<file path="config.mk">
export PLATFORM = sky130hd
export DESIGN_NAME = des_fp_unload
export DESIGN_NICKNAME = d
export VERILOG_FILES = /design/src/rtl/des_pkg.sv /design/src/rtl/des_fp.sv /design/src/rtl/des_fp_unload.sv
export SDC_FILE = /design/constraint.sdc
export NUM_CORES = 1
export LEC_CHECK = 0
export CAP_MARGIN = 10
export CELL_PAD_IN_SITES_DETAIL_PLACEMENT = 2
export CELL_PAD_IN_SITES_GLOBAL_PLACEMENT = 2
export CORE_ASPECT_RATIO = 0.7
export CORE_MARGIN = 3
export CORE_UTILIZATION = 30
export DETAILED_ROUTE_END_ITERATION = 10
export DONT_BUFFER_PORTS = 1
export PLACE_DENSITY = 0.74
export SLEW_MARGIN = 20
export SYNTH_ARGS = -nofsm -noshare
export SYNTH_HDL_FRONTEND = slang
export SYNTH_SLANG_ARGS = --single-unit
</file>
<file path="constraint.sdc">
create_clock -name clk -period 1.41 [get_ports clk]
set_input_delay 0.282 -clock clk [delete_from_list [all_inputs] [get_ports clk]]
set_output_delay 0.282 -clock clk [all_outputs]
set_load 0.005 [all_outputs]
</file>
<file path="src/rtl/des_pkg.sv">
// Shared DES constants: block/half widths, IP and FP bit tables (FIPS-46 numbering,
// entry 0 = output bit 1 = MSB), and the unload FSM state type.
package des_pkg;

   localparam int DES_BLK_W  = 64;
   localparam int DES_HALF_W = 32;

   localparam logic [6:0] IP_TABLE [DES_BLK_W] = '{
      7'd58, 7'd50, 7'd42, 7'd34, 7'd26, 7'd18, 7'd10, 7'd2,
      7'd60, 7'd52, 7'd44, 7'd36, 7'd28, 7'd20, 7'd12, 7'd4,
      7'd62, 7'd54, 7'd46, 7'd38, 7'd30, 7'd22, 7'd14, 7'd6,
      7'd64, 7'd56, 7'd48, 7'd40, 7'd32, 7'd24, 7'd16, 7'd8,
      7'd57, 7'd49, 7'd41, 7'd33, 7'd25, 7'd17, 7'd9,  7'd1,
      7'd59, 7'd51, 7'd43, 7'd35, 7'd27, 7'd19, 7'd11, 7'd3,
      7'd61, 7'd53, 7'd45, 7'd37, 7'd29, 7'd21, 7'd13, 7'd5,
      7'd63, 7'd55, 7'd47, 7'd39, 7'd31, 7'd23, 7'd15, 7'd7
   };

   localparam logic [6:0] FP_TABLE [DES_BLK_W] = '{
      7'd40, 7'd8, 7'd48, 7'd16, 7'd56, 7'd24, 7'd64, 7'd32,
      7'd39, 7'd7, 7'd47, 7'd15, 7'd55, 7'd23, 7'd63, 7'd31,
      7'd38, 7'd6, 7'd46, 7'd14, 7'd54, 7'd22, 7'd62, 7'd30,
      7'd37, 7'd5, 7'd45, 7'd13, 7'd53, 7'd21, 7'd61, 7'd29,
      7'd36, 7'd4, 7'd44, 7'd12, 7'd52, 7'd20, 7'd60, 7'd28,
      7'd35, 7'd3, 7'd43, 7'd11, 7'd51, 7'd19, 7'd59, 7'd27,
      7'd34, 7'd2, 7'd42, 7'd10, 7'd50, 7'd18, 7'd58, 7'd26,
      7'd33, 7'd1, 7'd41, 7'd9,  7'd49, 7'd17, 7'd57, 7'd25
   };

   typedef enum logic {
      ST_IDLE = 1'b0,
      ST_SEND = 1'b1
   } unload_state_t;

endpackage

</file>
<file path="src/rtl/des_fp.sv">
// Final permutation (IP^-1), pure wiring: output bit n (1 = MSB) takes input bit FP_TABLE[n-1].
// Zero latency, no flow control; shared with the decrypt path.
module des_fp
   import des_pkg::*;
(
   input  logic [DES_BLK_W-1:0] din,
   output logic [DES_BLK_W-1:0] dout
);

   for (genvar i = 0; i < DES_BLK_W; i++) begin : g_bit
      assign dout[DES_BLK_W-1-i] = din[DES_BLK_W - int'(FP_TABLE[i])];
   end

endmodule

</file>
<file path="src/rtl/des_fp_unload.sv">
// DES output stage: swap + FP, registers the ciphertext, then streams it MSB-first in
// SERIAL_W beats; first beat valid the cycle after accept, beats hold while out_ready is low.
module des_fp_unload
   import des_pkg::*;
#(
   parameter int SERIAL_W = 8,
   parameter bit SWAP     = 1'b1
) (
   input  logic                  clk,
   input  logic                  rst_n,
   input  logic                  in_valid,
   output logic                  in_ready,
   input  logic [DES_HALF_W-1:0] l16,
   input  logic [DES_HALF_W-1:0] r16,
   output logic                  out_valid,
   input  logic                  out_ready,
   output logic [SERIAL_W-1:0]   out_data,
   output logic                  out_last,
   output logic [DES_BLK_W-1:0]  block_q,
   output logic                  blk_done
);

   localparam int BEATS = DES_BLK_W / SERIAL_W;
   localparam int CNT_W = (BEATS > 1) ? $clog2(BEATS) : 1;
   localparam logic [CNT_W-1:0] LAST_BEAT = CNT_W'(BEATS - 1);

   unload_state_t        state_q, state_d;
   logic [DES_BLK_W-1:0] shreg_q, shreg_d;
   logic [DES_BLK_W-1:0] block_d;
   logic [CNT_W-1:0]     beat_cnt_q, beat_cnt_d;
   logic                 blk_done_q, blk_done_d;

   logic [DES_BLK_W-1:0] pre_fp;
   logic [DES_BLK_W-1:0] fp_out;

   assign pre_fp = SWAP ? {r16, l16} : {l16, r16};

   des_fp u_fp (
      .din  (pre_fp),
      .dout (fp_out)
   );

   always_comb begin
      state_d    = state_q;
      shreg_d    = shreg_q;
      block_d    = block_q;
      beat_cnt_d = beat_cnt_q;
      blk_done_d = 1'b0;

      // Handshake outputs depend on state only, so out_ready never reaches in_ready.
      in_ready  = (state_q == ST_IDLE);
      out_valid = (state_q == ST_SEND);
      out_data  = out_valid ? shreg_q[DES_BLK_W-1 -: SERIAL_W] : '0;
      out_last  = out_valid && (beat_cnt_q == LAST_BEAT);

      case (state_q)
         ST_IDLE: begin
            if (in_valid) begin
               state_d    = ST_SEND;
               block_d    = fp_out;
               shreg_d    = fp_out;
               beat_cnt_d = '0;
            end
         end
         ST_SEND: begin
            if (out_ready) begin
               shreg_d = shreg_q << SERIAL_W;
               if (out_last) begin
                  state_d    = ST_IDLE;
                  blk_done_d = 1'b1;
                  beat_cnt_d = '0;
               end else begin
                  beat_cnt_d = beat_cnt_q + CNT_W'(1);
               end
            end
         end
         default: state_d = ST_IDLE;
      endcase
   end

   always_ff @(posedge clk) begin
      if (!rst_n) begin
         state_q    <= ST_IDLE;
         shreg_q    <= '0;
         block_q    <= '0;
         beat_cnt_q <= '0;
         blk_done_q <= 1'b0;
      end else begin
         state_q    <= state_d;
         shreg_q    <= shreg_d;
         block_q    <= block_d;
         beat_cnt_q <= beat_cnt_d;
         blk_done_q <= blk_done_d;
      end
   end

   assign blk_done = blk_done_q;

endmodule

</file>
After elaboration in Yosys (flattened, before gate mapping). Cells that the tools add are included.

Bitwise logic cells: 1. Add/subtract/negate cells: 1. Reduce and logical (&&, ||, !) cells: 4. Equal/unequal tests: 3. Mux-type cells: 13.

Operators with widths (count): $mux 64 (2); $pmux 64 s2 (1); $mux 3 (3); $mux 8 (1); $pmux 3 s2 (1); $mux 1 (4); $ne 2x2->1 const B (2); $reduce_and 2->1 (2); $add 3x1->3 const B (1); $eq 3x3->1 const B (1); $reduce_and 3->1 (1); $pmux 1 s2 (1); $logic_and 1x1->1 (1); $not 1->1 (1).

Bits in registers: 133. Word-level logic and storage cells: 27. Output and inout bits: 76.

Longest topological paths before layout. Gate-level depths: netlist of run 1.

Depth in word-level cells: 5. Gate-level depth with buffers: 6. Gate-level depth less buffers: 5.

Hierarchy. Synthesis of run 1 repeated with hierarchy kept, for this count alone.

Cell total of the unflattened synthesis: 648. Area, all modules: 5990.7 um^2.

Modules (own cells, without submodules): des_fp_unload (cells an instance 584, times used 1, seq. area each 2662.6 um^2, area an instance 5510.3 um^2); des_fp (cells an instance 64, times used 1, seq. area each 0.0 um^2, area an instance 480.5 um^2).

Least setup slack after synthesis of run 1. Ideal clock, no wire load.

Kind: flip-flop to output port. From: register state_q (netlist: out_valid). To: output port out_last. Data required time: 1.128 ns. Arrival time: 1.100 ns. Cell stages (with the launch flop): 5. Setup slack: 0.028 ns. Path buffers: 3. Cell sequence: dfxtp_1 buf_4 buf_4 clkbuf_1 and2_1.

Longest elaborated chain between the ends: 1.

RTL lines: from (decl) (line des_fp_unload.sv:27) `unload_state_t state_q, state_d;`; from (signal assigned) (line des_fp_unload.sv:89) `state_q <= state_d;`; $logic_and 1x1->1 (line des_fp_unload.sv:54) `out_last = out_valid && (beat_cnt_q == LAST_BEAT);`; to (decl) (line des_fp_unload.sv:18) `output logic out_last,`.

Every way passes these cells.

Worst setup path after layout of run 1. Ends and elaborated chain as after synthesis.

==> results of run 1 <==
synth_stat cells:
cell type  number  area (sq um)
nor2b_1         4         25.02
buf_4          14         105.1
and3b_1         1         8.760
o21ai_0         1         5.000
a21boi_1       68         510.5
clkbuf_1       16         60.06
inv_1           1         3.750
dfxtp_1       133          2663
buf_1           1         3.750
a21boi_0        4         30.03
a22oi_1         2         15.01
ha_1            2         25.02
clkbuf_4        2         15.01
nand2b_1        1         6.260
buf_2          15         75.07
mux2_4          1         15.01
buf_6           1         11.26
and4_1          1         8.760
mux2i_1        58         580.6
and2_1          9         56.30
o211a_1        56         560.5
a31oi_1         1         6.260
nand2_1       192         720.7
critical path, delay by kind of cell (launching register included):
kind | cells | cell delay [ns]
buffers and inverters | 2 | 0.29
flip-flops | 1 | 0.35
AND/OR/NAND/NOR | 1 | 0.16
registers in the layout, summed over array words and instances (netlist names):
register    flops
shreg_q        64
out_valid       1
beat_cnt_q      3
block_q        64
blk_done        1
how the worst max path moves through the flow:
stage,start,endpoint,cells after the start
after detailed placement,out_valid$_SDFF_PN0_,block_q[3]$_SDFFE_PN0P_,5
after floorplan,out_valid$_SDFF_PN0_,out_last,4
after global placement,out_valid$_SDFF_PN0_,block_q[3]$_SDFFE_PN0P_,5
final,out_valid$_SDFF_PN0_,out_last,3
after CTS,beat_cnt_q[1]$_SDFFE_PN0P_,out_last,3
after global routing,out_valid$_SDFF_PN0_,out_last,3
metal layers:
layer / share of wire / up-vias / wire (um)
met5: 0 / - / 0
met4: 0.0057 / 0 / 119
met3: 0.062 / 10 / 1292
met2: 0.48 / 124 / 10020
met1: 0.45 / 2333 / 9464
li1: - / 2133 / -
what timing repair did:
action / 4_1_cts / 5_1_grt
setup endpoints to repair: 11 / 41
pin swaps: 5 / 22
endpoints found under the hold margin: 71 / 10
resized for setup: 11 / 61
hold buffers: 50 / 6
cloned: 1 / 10
setup buffers: 5 / 10
power breakdown:
group          switching (uW)  internal [uW]
Clock                    1770           2650
Sequential                210           4030
Combinational             661            713
Total                    2640           7400
cells by family after synthesis:
group,share of synthesized area
mux,0.1081
buf+inv,0.04973
compound gates,0.2046
simple gates,0.1499
flops,0.4832
fa+ha+maj,0.004541
stage by stage:
stage | instances | total power, uW | TNS, ns
3_5_place_dp | 785 | 5243 | 0
2_1_floorplan | 584 | 4979 | 0
5_1_grt | 898 | 10480 | -4.040
3_3_place_gp | 785 | 5172 | 0
4_1_cts | 873 | 9842 | -1.934
6_report | 898 | 10030 | -0.9090
final cells by class:
class | instances | share of cell area
multi-input combinational | 402 | 0.3715
sequential | 133 | 0.3543
timing repair buffer | 99 | 0.1588
clock buffer | 20 | 0.05929
tap | 231 | 0.03837
clock inverter | 12 | 0.01727
inverter | 1 | 0.0004983
==> results.yml, run 1 <==
worst_setup_path:
  r2r-start: "out_valid$_SDFF_PN0_"
  r2r_end: "block_q[56]$_SDFFE_PN0P_"
  path_max_fanout: 6
  max_stage_delay_ns: 0.35
  rrSetupSlack_ns: -0.07
  critical_path.slowest_cell: "dfxtp_4"
  crit_chain: "buf_12, clkbuf_16, and2_4"
  start_kind: "flip-flop"
  r2r_cells: 7
  worst_ep_arrival_time_ns: 1.21
  endpoint_kind: "output pin"
  required_ns: 1.13
  crit_type: "reg -> out"
final_layout:
  ff_latch_area_sq_um: 2669
  n_fill_cell: 1811
  area_growth_pct: 36.72
  layout_commonest_cell: "nand2_1"
  final_core_util: 0.4288
  drive_above_1_share: 0.1874
  final_cell_mix: "nand2_1, dfxtp_1, a21boi_1"
  design_area_sq_um: 7533
  diodes: 0
  multi_input_area_sq_um: 2799
  final_nets: 724
sta:
  tightestPinTransition_ns: 0.5898
  fin_ws_ns: -0.08641
  finalClockSkew_ns: 0.01001
  rsz0062_at_grt: "true"
  hold-worst-slack_ns: 0.01498
  fmax_mhz: 668.3
  setup_viol: 30
  slew_headroom: 0.6068
  post-route-min-period_ns: 1.496
  hold_viol: 0
  final.period_utilization: 1.061
  slew_viol_final: 0
detailed_routing:
  drt_iter0_drc: 245
  wl_um: 20900
  firstDrtPassIters: 4
  via_count: 4600
  drcViolationCount: 0
  antenna_left: 0
  vias_per_cell: 5.122
  drt-wirelength-per-cell_um: 23.28
yosys:
  synth.distinct_cells: 23
  synth_seq_cells: 133
  netlist_area_sq_um: 5510
  yosys_warnings: 0
  yosysSeqAreaShare: 0.4832
  synth_fp_nets: 654
  syn_area_per_cell_sq_um: 9.435
  syn_inst: 584
clocking:
  cts-buffers-inserted: 17
  cts-root-buf: "clkbuf_16"
  insertion_delay_ns: 0.42
  cts.reportedPaths.clkPinSlew_ns: 0.06
  clock-sinks: 133
  cts_buffer_depth: 2
  htree_levels: 4
  cts_tree: "built"
global_routing:
  top_usage_layer: "met2"
  use_met3: 0.06702
  globalRouteMet2Util: 0.2946
  grt_pass1_vias: 4835
  track_usage: 0.1829
  grt_util_met1: 0.2355
  grt-ovfl-total: 0
  grt_pass1_wl_um: 28460
  antenna_found_initial: 0
  grt_max_degree: 111
die:
  die_area_sq_um: 20060
  rows: 40
  pin_count: 144
  core_area_sq_um: 17570
  die_h_um: 119.4
  start_util: 0.3137
  die_x_um: 168.0
status:
  violations: "setup timing"
  status: "finished, violations left"
worst_hold_path:
  hold_end: "block_q[15]$_SDFFE_PN0P_"
  hp-start: "l16[30]"
  hp-class: "in -> reg"
  whs_path_depth: 2
placement:
  io_buffers: 0
  gp_congestion: 0.7005
  place_hpwl_um: 11340
  place_area_sq_um: 5773
  place_ws_ns: 0.002324
job:
  cap_violations: 0
power:
  vdd.ir_drop.worst_uv: 769.0
  p_leak_uw: 0.003480
  p_per_area_nw_per_um2: 1332
Power figures use the tool's default switching activity.
==> run 2: changes to the inputs <==
Settings changed: CORE_UTILIZATION 30 to 29, DONT_BUFFER_PORTS 1 to unset, GPL_TIMING_DRIVEN set to 0, PLACE_DENSITY 0.74 to 0.88.
==> run 2 against run 1 <==
Maximum frequency down 14%. Non-clock buffer count up 133. Clock power about the same. Via count up 17%. The flow still finishes with violations (setup timing). Global-route usage up 5.7 points. Utilization up 6.6 points. Clock-buffer cell count down 1.
==> results.yml, run 2 (synthesized netlist as in run 1, its figures left out) <==
sta:
  post-route-min-period_ns: 1.746
  tightestPinTransition_ns: 0.6039
  rsz0062_at_grt: "true"
  tns_ns: -24.11
  setup_viol: 142
  fmax_mhz: 572.6
  hold_viol: 0
  fin_ws_ns: -0.3364
  slew_viol_final: 0
  finalClockSkew_ns: 0.01041
  slew_headroom: 0.5974
  final.period_utilization: 1.239
final_layout:
  n_fill_cell: 1843
  multi_input_area_sq_um: 2904
  diodes: 0
  layout_commonest_cell: "nand2_1"
  area_growth_pct: 64.35
  reg_top3: "block_q: 64 flops, shreg_q: 64 flops, beat_cnt_q: 3 flops"
  final_cells: 1035
  ff_latch_area_sq_um: 2681
  drive_above_1_share: 0.2628
  final_nets: 856
  final_cell_mix: "nand2_1, dfxtp_1, clkdlybuf4s50_1"
power:
  vdd.ir_drop.worst_uv: 755.5
  p_per_area_nw_per_um2: 1205
  power_uw: 10910
  p_leak_uw: 0.004379
detailed_routing:
  drt_iter0_drc: 321
  firstDrtPassIters: 5
  drcViolationCount: 0
  vias_per_cell: 5.201
  via_count: 5383
  wl_um: 27810
  antenna_left: 0
  drt-wirelength-per-cell_um: 26.87
die:
  die_x_um: 170.8
  pin_count: 144
  die_h_um: 121.3
  rows: 41
  die_area_sq_um: 20720
  start_util: 0.3009
  core_area_sq_um: 18310
clocking:
  hold_buffers: 0
  cts-root-buf: "clkbuf_16"
  cts_buffer_depth: 2
  htree_levels: 4
  insertion_delay_ns: 0.44
  cts.reportedPaths.clkPinSlew_ns: 0.07
  clock-sinks: 133
  cts_tree: "built"
  cts-buffers-inserted: 17
status:
  violations: "setup timing"
  status: "finished, violations left"
worst_setup_path:
  max_stage_delay_ns: 0.35
  endpoint_kind: "flip-flop"
  required_ns: 1.72
  start_kind: "flip-flop"
  worst_ep_arrival_time_ns: 2.06
  critical_path.slowest_cell: "dfxtp_4"
  crit_chain: "buf_4, buf_6, mux2_4, buf_12, buf_16, buf_8, o211a_1"
  path_max_fanout: 8
  crit_type: "reg -> reg"
global_routing:
  grt_pass1_wl_um: 37090
  grt_max_degree: 17
  antenna_found_initial: 1
  grt_pass1_vias: 5990
  grt-ovfl-total: 0
  track_usage: 0.2403
placement:
  io_buffers: 142
  place_hpwl_um: 14560
  place_inst: 962
  gp_congestion: 0.8150
job:
  cap_violations: 0
worst_hold_path:
  hp-class: "in -> reg"
==> run 2: power by group <==
| part | switching (uW) | internal (uW) | total (uW) |
|---|---|---|---|
| combinational | 1060 | 1170 | 2230 |
| sequential | 215 | 4030 | 4250 |
| clock | 1930 | 2500 | 4430 |
==> run 2: routing by layer <==
metal  track usage  share of wire
met5             0              0
met4       0.07700          0.033
met3       0.05503          0.063
met2        0.4257           0.50
met1        0.2880           0.40
==> run 2: what timing repair did <==
action | in CTS | in global routing
gates cloned | 13 | 5
endpoints found under the hold margin | 0 | 0
buffers inserted | 23 | 2
gates resized for setup | 260 | 76
endpoints found under the setup margin | 207 | 142
pin swaps | 14 | 3
==> run 2: stage by stage <==
| step | hold slack (ns) | setup WS [ns] | instance area, sq um | util |
|---|---|---|---|---|
| global placement | 0.4414 | -0.6958 | 7227 | 0.3946 |
| finish | 0.2436 | -0.3364 | 9056 | 0.4945 |
| CTS | 0.1998 | -0.2964 | 8668 | 0.4733 |
| global route | 0.2430 | -0.3521 | 9056 | 0.4945 |
| floorplan | 0.3894 | 0.02795 | 5510 | - |
| detailed placement | 0.4472 | -0.8112 | 7227 | 0.3946 |
==> run 2: final cells by class <==
type	count	share of cell area
Multi-Input combinational cell	401	0.3207
Sequential cell	133	0.2961
Timing Repair Buffer	185	0.2263
Buffer	47	0.06134
Clock buffer	19	0.05001
Tap cell	236	0.03261
Clock inverter	13	0.01202
Inverter	1	0.0009671
==> run 2: final timing paths <==
kind / from / to / slack (ns) / cells after the start
setup / recovery: out_valid$_SDFF_PN0_ / shreg_q[53]$_SDFFE_PN0P_ / -0.34 / 7
hold reg to reg: block_q[32]$_SDFFE_PN0P_ / block_q[32]$_SDFFE_PN0P_ / 0.45 / 2
setup reg to reg: out_valid$_SDFF_PN0_ / shreg_q[53]$_SDFFE_PN0P_ / -0.34 / 7
hold / removal: rst_n / block_q[36]$_SDFFE_PN0P_ / 0.24 / 2
==> run 2: critical path, delay by kind of cell (launching register included) <==
| family | cells | cell delay [ns] |
|---|---|---|
| muxes | 1 | 0.34 |
| AOI/OAI and AO/OA | 1 | 0.24 |
| buffers and inverters | 5 | 0.68 |
| DFF | 1 | 0.35 |
==> run 3: changes to the inputs <==
Settings changed: CAP_MARGIN 10 to unset.
==> results of run 3 <==
No change in the layout: final DEF, timing and power equal those of run 2.
